## src/rtl/superscalar_pkg.sv

```systemverilog
// Shared core types: ROB/data widths and reservation-station entry layout,
// plus the operand wakeup helper used by both dispatch bypass and CDB snoop.
package superscalar_pkg;

  localparam int ROB_IX_W = 3;
  localparam int DATA_W   = 32;

  typedef struct packed {
    logic                rdy;
    logic [DATA_W-1:0]   val;
    logic [ROB_IX_W-1:0] tag;
  } rs_operand_t;

  typedef struct packed {
    logic                busy;
    logic [ROB_IX_W-1:0] rob_ix;
    rs_operand_t         op1;
    rs_operand_t         op2;
  } rs_entry_t;

  // A waiting operand whose producer is on the CDB takes the broadcast value.
  function automatic rs_operand_t capture_operand(
    input rs_operand_t         op,
    input logic                cdb_valid,
    input logic [ROB_IX_W-1:0] cdb_tag,
    input logic [DATA_W-1:0]   cdb_data
  );
    rs_operand_t res;
    res = op;
    if (!op.rdy && cdb_valid && (op.tag == cdb_tag)) begin
      res.rdy = 1'b1;
      res.val = cdb_data;
    end
    return res;
  endfunction

endpackage

```

## src/rtl/rs_priority_pick.sv

```systemverilog
// Lowest-index one-hot picker: grants the least significant set request bit.
module rs_priority_pick #(
  parameter int N = 4
) (
  input  logic [N-1:0] req,
  output logic [N-1:0] grant,
  output logic         found
);

  // Two's-complement trick isolates the lowest set bit.
  assign grant = req & (~req + N'(1));
  assign found = |req;

endmodule

```

## src/rtl/mul_reservation_station.sv

```systemverilog
// Multiplier reservation station: holds pending multiplies, wakes operands
// from the CDB and issues the lowest-index ready entry as a one-cycle pulse.
module mul_reservation_station #(
  parameter int DEPTH    = 4,
  parameter int ROB_IX_W = 3,
  parameter int DATA_W   = 32
) (
  input  logic                       clk_in,
  input  logic                       rst_in,
  input  logic                       flush_in,
  input  logic                       dispatch_valid_in,
  output logic                       dispatch_ready_out,
  input  logic [ROB_IX_W-1:0]        dispatch_rob_ix_in,
  input  logic                       dispatch_rdy1_in,
  input  logic                       dispatch_rdy2_in,
  input  logic [DATA_W-1:0]          dispatch_val1_in,
  input  logic [DATA_W-1:0]          dispatch_val2_in,
  input  logic [ROB_IX_W-1:0]        dispatch_tag1_in,
  input  logic [ROB_IX_W-1:0]        dispatch_tag2_in,
  input  logic                       cdb_valid_in,
  input  logic [ROB_IX_W-1:0]        cdb_rob_ix_in,
  input  logic [DATA_W-1:0]          cdb_data_in,
  input  logic                       fu_ready_in,
  output logic                       issue_valid_out,
  output logic [DATA_W-1:0]          issue_rval1_out,
  output logic [DATA_W-1:0]          issue_rval2_out,
  output logic [ROB_IX_W-1:0]        issue_rob_ix_out,
  output logic [$clog2(DEPTH+1)-1:0] occupancy_out
);

  import superscalar_pkg::*;

  localparam int OCC_W = $clog2(DEPTH+1);

  rs_entry_t           entries_q [DEPTH];
  rs_entry_t           entries_d [DEPTH];
  logic [DEPTH-1:0]    busy, ready, free_grant, ready_grant;
  logic                free_found, ready_found;
  logic                do_dispatch, do_issue;
  rs_entry_t           new_entry;
  logic [DATA_W-1:0]   sel_val1, sel_val2;
  logic [ROB_IX_W-1:0] sel_rob_ix;

  always_comb begin
    for (int i = 0; i < DEPTH; i++) begin
      busy[i]  = entries_q[i].busy;
      ready[i] = entries_q[i].busy & entries_q[i].op1.rdy & entries_q[i].op2.rdy;
    end
  end

  rs_priority_pick #(.N(DEPTH)) u_free_pick (
    .req   (~busy),
    .grant (free_grant),
    .found (free_found)
  );

  rs_priority_pick #(.N(DEPTH)) u_ready_pick (
    .req   (ready),
    .grant (ready_grant),
    .found (ready_found)
  );

  // Slot availability comes from registered state only, so an issue this
  // cycle never frees a slot for a dispatch in the same cycle.
  assign dispatch_ready_out = ~&busy;
  assign do_dispatch        = dispatch_valid_in && dispatch_ready_out && free_found;
  assign do_issue           = fu_ready_in && !issue_valid_out && ready_found;

  always_comb begin
    occupancy_out = '0;
    for (int i = 0; i < DEPTH; i++) occupancy_out = occupancy_out + OCC_W'(busy[i]);
  end

  always_comb begin
    sel_val1   = '0;
    sel_val2   = '0;
    sel_rob_ix = '0;
    for (int i = 0; i < DEPTH; i++) begin
      if (ready_grant[i]) begin
        sel_val1   = entries_q[i].op1.val;
        sel_val2   = entries_q[i].op2.val;
        sel_rob_ix = entries_q[i].rob_ix;
      end
    end
  end

  always_comb begin
    new_entry.busy   = 1'b1;
    new_entry.rob_ix = dispatch_rob_ix_in;
    new_entry.op1    = capture_operand('{dispatch_rdy1_in, dispatch_val1_in, dispatch_tag1_in},
                                       cdb_valid_in, cdb_rob_ix_in, cdb_data_in);
    new_entry.op2    = capture_operand('{dispatch_rdy2_in, dispatch_val2_in, dispatch_tag2_in},
                                       cdb_valid_in, cdb_rob_ix_in, cdb_data_in);
  end

  // NOTE: combinational next-state uses blocking '=' and starts from a full
  // default (hold), so every path assigns every field and no latch is inferred.
  always_comb begin
    for (int i = 0; i < DEPTH; i++) begin
      entries_d[i] = entries_q[i];
      if (entries_q[i].busy) begin
        entries_d[i].op1 = capture_operand(entries_q[i].op1, cdb_valid_in, cdb_rob_ix_in, cdb_data_in);
        entries_d[i].op2 = capture_operand(entries_q[i].op2, cdb_valid_in, cdb_rob_ix_in, cdb_data_in);
      end
      if (do_issue && ready_grant[i]) entries_d[i].busy = 1'b0;
      if (do_dispatch && free_grant[i]) entries_d[i] = new_entry;
      if (flush_in) entries_d[i].busy = 1'b0;
    end
  end

  // NOTE: only busy needs a reset for correctness; payload fields are cleared
  // too so the entry array has one uniform async-reset flop style.
  always_ff @(posedge clk_in or posedge rst_in) begin
    if (rst_in) begin
      for (int i = 0; i < DEPTH; i++) entries_q[i] <= '0;
      issue_valid_out  <= 1'b0;
      issue_rval1_out  <= '0;
      issue_rval2_out  <= '0;
      issue_rob_ix_out <= '0;
    end else begin
      entries_q       <= entries_d;
      issue_valid_out <= do_issue && !flush_in;
      if (do_issue) begin
        issue_rval1_out  <= sel_val1;
        issue_rval2_out  <= sel_val2;
        issue_rob_ix_out <= sel_rob_ix;
      end
    end
  end

endmodule
```

## config.mk

```make
export PLATFORM = sky130hd
export DESIGN_NAME = mul_reservation_station
export DESIGN_NICKNAME = d
export VERILOG_FILES = /design/src/rtl/superscalar_pkg.sv /design/src/rtl/rs_priority_pick.sv /design/src/rtl/mul_reservation_station.sv
export SDC_FILE = /design/constraint.sdc
export NUM_CORES = 1
export LEC_CHECK = 0
export CORE_AREA = 2 2 181 183
export CTS_BUF_LIST = sky130_fd_sc_hd__clkbuf_4
export DETAILED_ROUTE_END_ITERATION = 8
export DIE_AREA = 0 0 183 185
export PLACE_DENSITY = 0.83
export RECOVER_POWER = 25
export SETUP_SLACK_MARGIN = 0.4
export SLEW_MARGIN = 20
export SYNTH_ARGS = -nofsm -noshare
export SYNTH_HDL_FRONTEND = slang
export SYNTH_SLANG_ARGS = --single-unit
```

## constraint.sdc

```tcl
create_clock -name clk_in -period 14.18 [get_ports clk_in]
set_clock_uncertainty 0.2 [all_clocks]
set_input_delay 1.418 -clock clk_in [delete_from_list [all_inputs] [get_ports clk_in]]
set_output_delay 1.418 -clock clk_in [all_outputs]
set_load 0.02 [all_outputs]
```

==> results.ini <==
[status]
status = finished, violations left
violations = capacitance limit, slew limit

[pwr]
switching_power_uw = 947
seqPwrFrac_pct = 46.9
combPwrFrac_pct = 21.9
p_sw_share_pct = 30.8
p_leak_nw = 9.29
clkPwrFrac_pct = 31.2
p_int_mw = 2.12
powerDensity_nw_per_um2 = 143
vdd_ir_drop_max_v = 0.0000771

[synth]
synth_edf_count = 0
post-synth-top-count-cell = dfrtp_1
seq_area_frac_synth_pct = 50.1
syn_nets = 2020
netlist_area_um2 = 18600
synth_top_family_by_area = compound AO/OA/AOI/OAI gates
synthAdderAreaFrac_pct = 0.377
yosys_warnings = 0
synth_cell_types = 45
synth_area_leaders = dfrtp_1 50%, o221ai_1 8.9%, nand2_1 5.8%, nand3_1 5.5%, inv_1 4.0%
synth_xor_area_share_pct = 1.45
async_flop_share_pct = 100
synth_common_cells = 372 x dfrtp_1, 285 x nand2_1, 203 x nand3_1, 198 x inv_1, 189 x o221ai_1
synth-seq-cells = 372
synth_area_leader_cell = dfrtp_1
synth_top_cell_area_share_pct = 50.1
syn_inst = 1899
synth-compound-area-share_pct = 21.0
synthMuxAreaShare_pct = 3.83
syn_area_per_cell_um2 = 9.78
yosys.area_share.simple_pct = 13.3
synth_ff_type = dfrtp_1

[min_path]
hold_start = entries_q[72]
min_path_type = register to register

[route]
drt_wl_total_um = 56900
drc = 0
wl_per_cell_um = 22.9
ant_nets = 0
drt_iter0_markers = 2068
viasPerCell = 6.67
vias = 16500
firstDrtPassIters = 6

[layout]
area_growth_pct = 15.4
drive_above_1_share_pct = 10.2
fin_util_pct = 66.9
layout.nets = 2124

[sta]
drv_slew = 316
setup_violations = 0
max-slew-margin-rel_pct = -275
period_needed_ns = 7.46
hold_viol = 0
finalCritPeriodShare_pct = 52.6
finalSetupTns_ns = 0
worstMarginPinSlew_ns = 5.62
rsz0062_at_grt = false
max_freq_mhz = 134

[flow_run]
maxCapViolations = 5

[clocking]
clock_latency_ns = 0.75
cts_tree = done
numCtsBuffers = 97
cts-resized-gates = 0
clock_path_buffers = 3
ctsHtreeMaxLevel = 3
postCtsHoldBufs = 0
clk_pin_slew_ns = 0.06
cts_sinks = 372
cts_root_buf = clkbuf_4
postCtsSetupRepairBufs = 0

[placed_design]
portBuffers = 187
gp_congestion = 0.809
dp_hpwl_um = 31100

[global_routing]
grtUsageTotal_pct = 33.7
grt_pass1_vias = 16400
grt_max_degree = 145
antenna_found_initial = 1
grt_pass1_wl_um = 89100
grt_overflow = 0

[setup_path]
worstPathRequired_ns = 13.76
endpoint_kind = async pin
rr_startpoint = busy[0]
cp-start-kind = input port
criticalPathCategory = input port to async pin
cp.arrival_ns = 7.04
startpoint = rst_in
cp_max_fo = 95

[floorplan]
start_util_pct = 58.0
coreArea_um2 = 32000
die_area_um2 = 33900
pin_count = 188
die_y_um = 185
die_x_um = 183
rows = 66

## state kept, by name, summed over array words and instances (netlist names)
register and cells:
issue_rob_ix_out 3, issue_rval1_out 32, issue_valid_out 1, busy 4
issue_rval2_out 32, entries_q 300
## placed cells by master, fill, tap and decap left out, drive strengths merged, types with 17 or more instances in the layout
cell,n
dfrtp,372
nand2,286
nand3,203
inv,200
o221ai,192
clkdlybuf4s50,184
clkbuf,146
a21oi,73
a221o,67
a221oi,64
mux2i,64
o211ai,64
buf,26
xor2,21
clkinv,17
## layout make-up
cell class	instances	area, um2
Antenna cell	1	2.50
Clock buffer	145	1090
Clock inverter	23	165
Fill cell	2519	10600
Inverter	198	744
Multi-Input combinational cell	1120	7500
Sequential cell	372	9310
Tap cell	408	510
Timing Repair Buffer	214	2120
## per-layer routing
metal | GRT usage, % | wire length [um] | vias up
met2 | 55.4 | 26600 | 1182
met4 | 15.3 | 2430 | 2
met1 | 44.1 | 21500 | 7958
met5 | 0 | 87 | -
met3 | 5.70 | 6300 | 229
li1 | - | - | 7166
## cells by family after synthesis
group	after synthesis
DFF	372
xor gates and xnor gates	30
muxes	70
AOI/OAI and AO/OA	477
adders and majority gates	5
and+or+nand+nor	538
buffers and inverters	407
## power groups by stage
| stage | sequential [mW] | combinational (mW) | clock [mW] |
|---|---|---|---|
| floorplan | 1.47 | 0.374 | 0 |
| global placement | 1.44 | 0.637 | 0 |
| detailed placement | 1.45 | 0.663 | 0 |
| CTS | 1.43 | 0.666 | 0.968 |
| global route | 1.46 | 0.729 | 1.02 |
| finish | 1.44 | 0.672 | 0.959 |
## through the flow
stage / std cells / cell area [um2] / setup slack (ns) / total power [mW] / hold WS (ns)
global placement: 2309 / 20200 / 9.32 / 2.08 / 0.258
CTS: 2477 / 21400 / 9.38 / 3.07 / 0.279
floorplan: 1899 / 18600 / 2.23 / 1.85 / 0.245
finish: 2481 / 21400 / 6.72 / 3.07 / 0.278
global route: 2481 / 21400 / 5.66 / 3.21 / 0.302
detailed placement: 2309 / 20200 / 9.25 / 2.11 / 0.264
## path summary, 6_finish.rpt
| path | end | slack, ns | cells after the start |
|---|---|---|---|
| max | entries_q[45] | 6.72 | 4 |
| min | entries_q[72] | 0.28 | 2 |
| max reg2reg | entries_q[111] | 8.22 | 5 |
| min reg2reg | entries_q[72] | 0.28 | 2 |
| max in group clk_in | entries_q[111] | 7.61 | 5 |
| min in group asynchronous | issue_rval1_out[22] | 1.56 | 2 |
## critical path: stages
cell and delay, ns:
dlygate4sd3_1 0.55, clkinvlp_2 1.32, buf_16 0.44, clkbuf_1 3.11
Note: power is estimated with default switching activity, not from simulation.
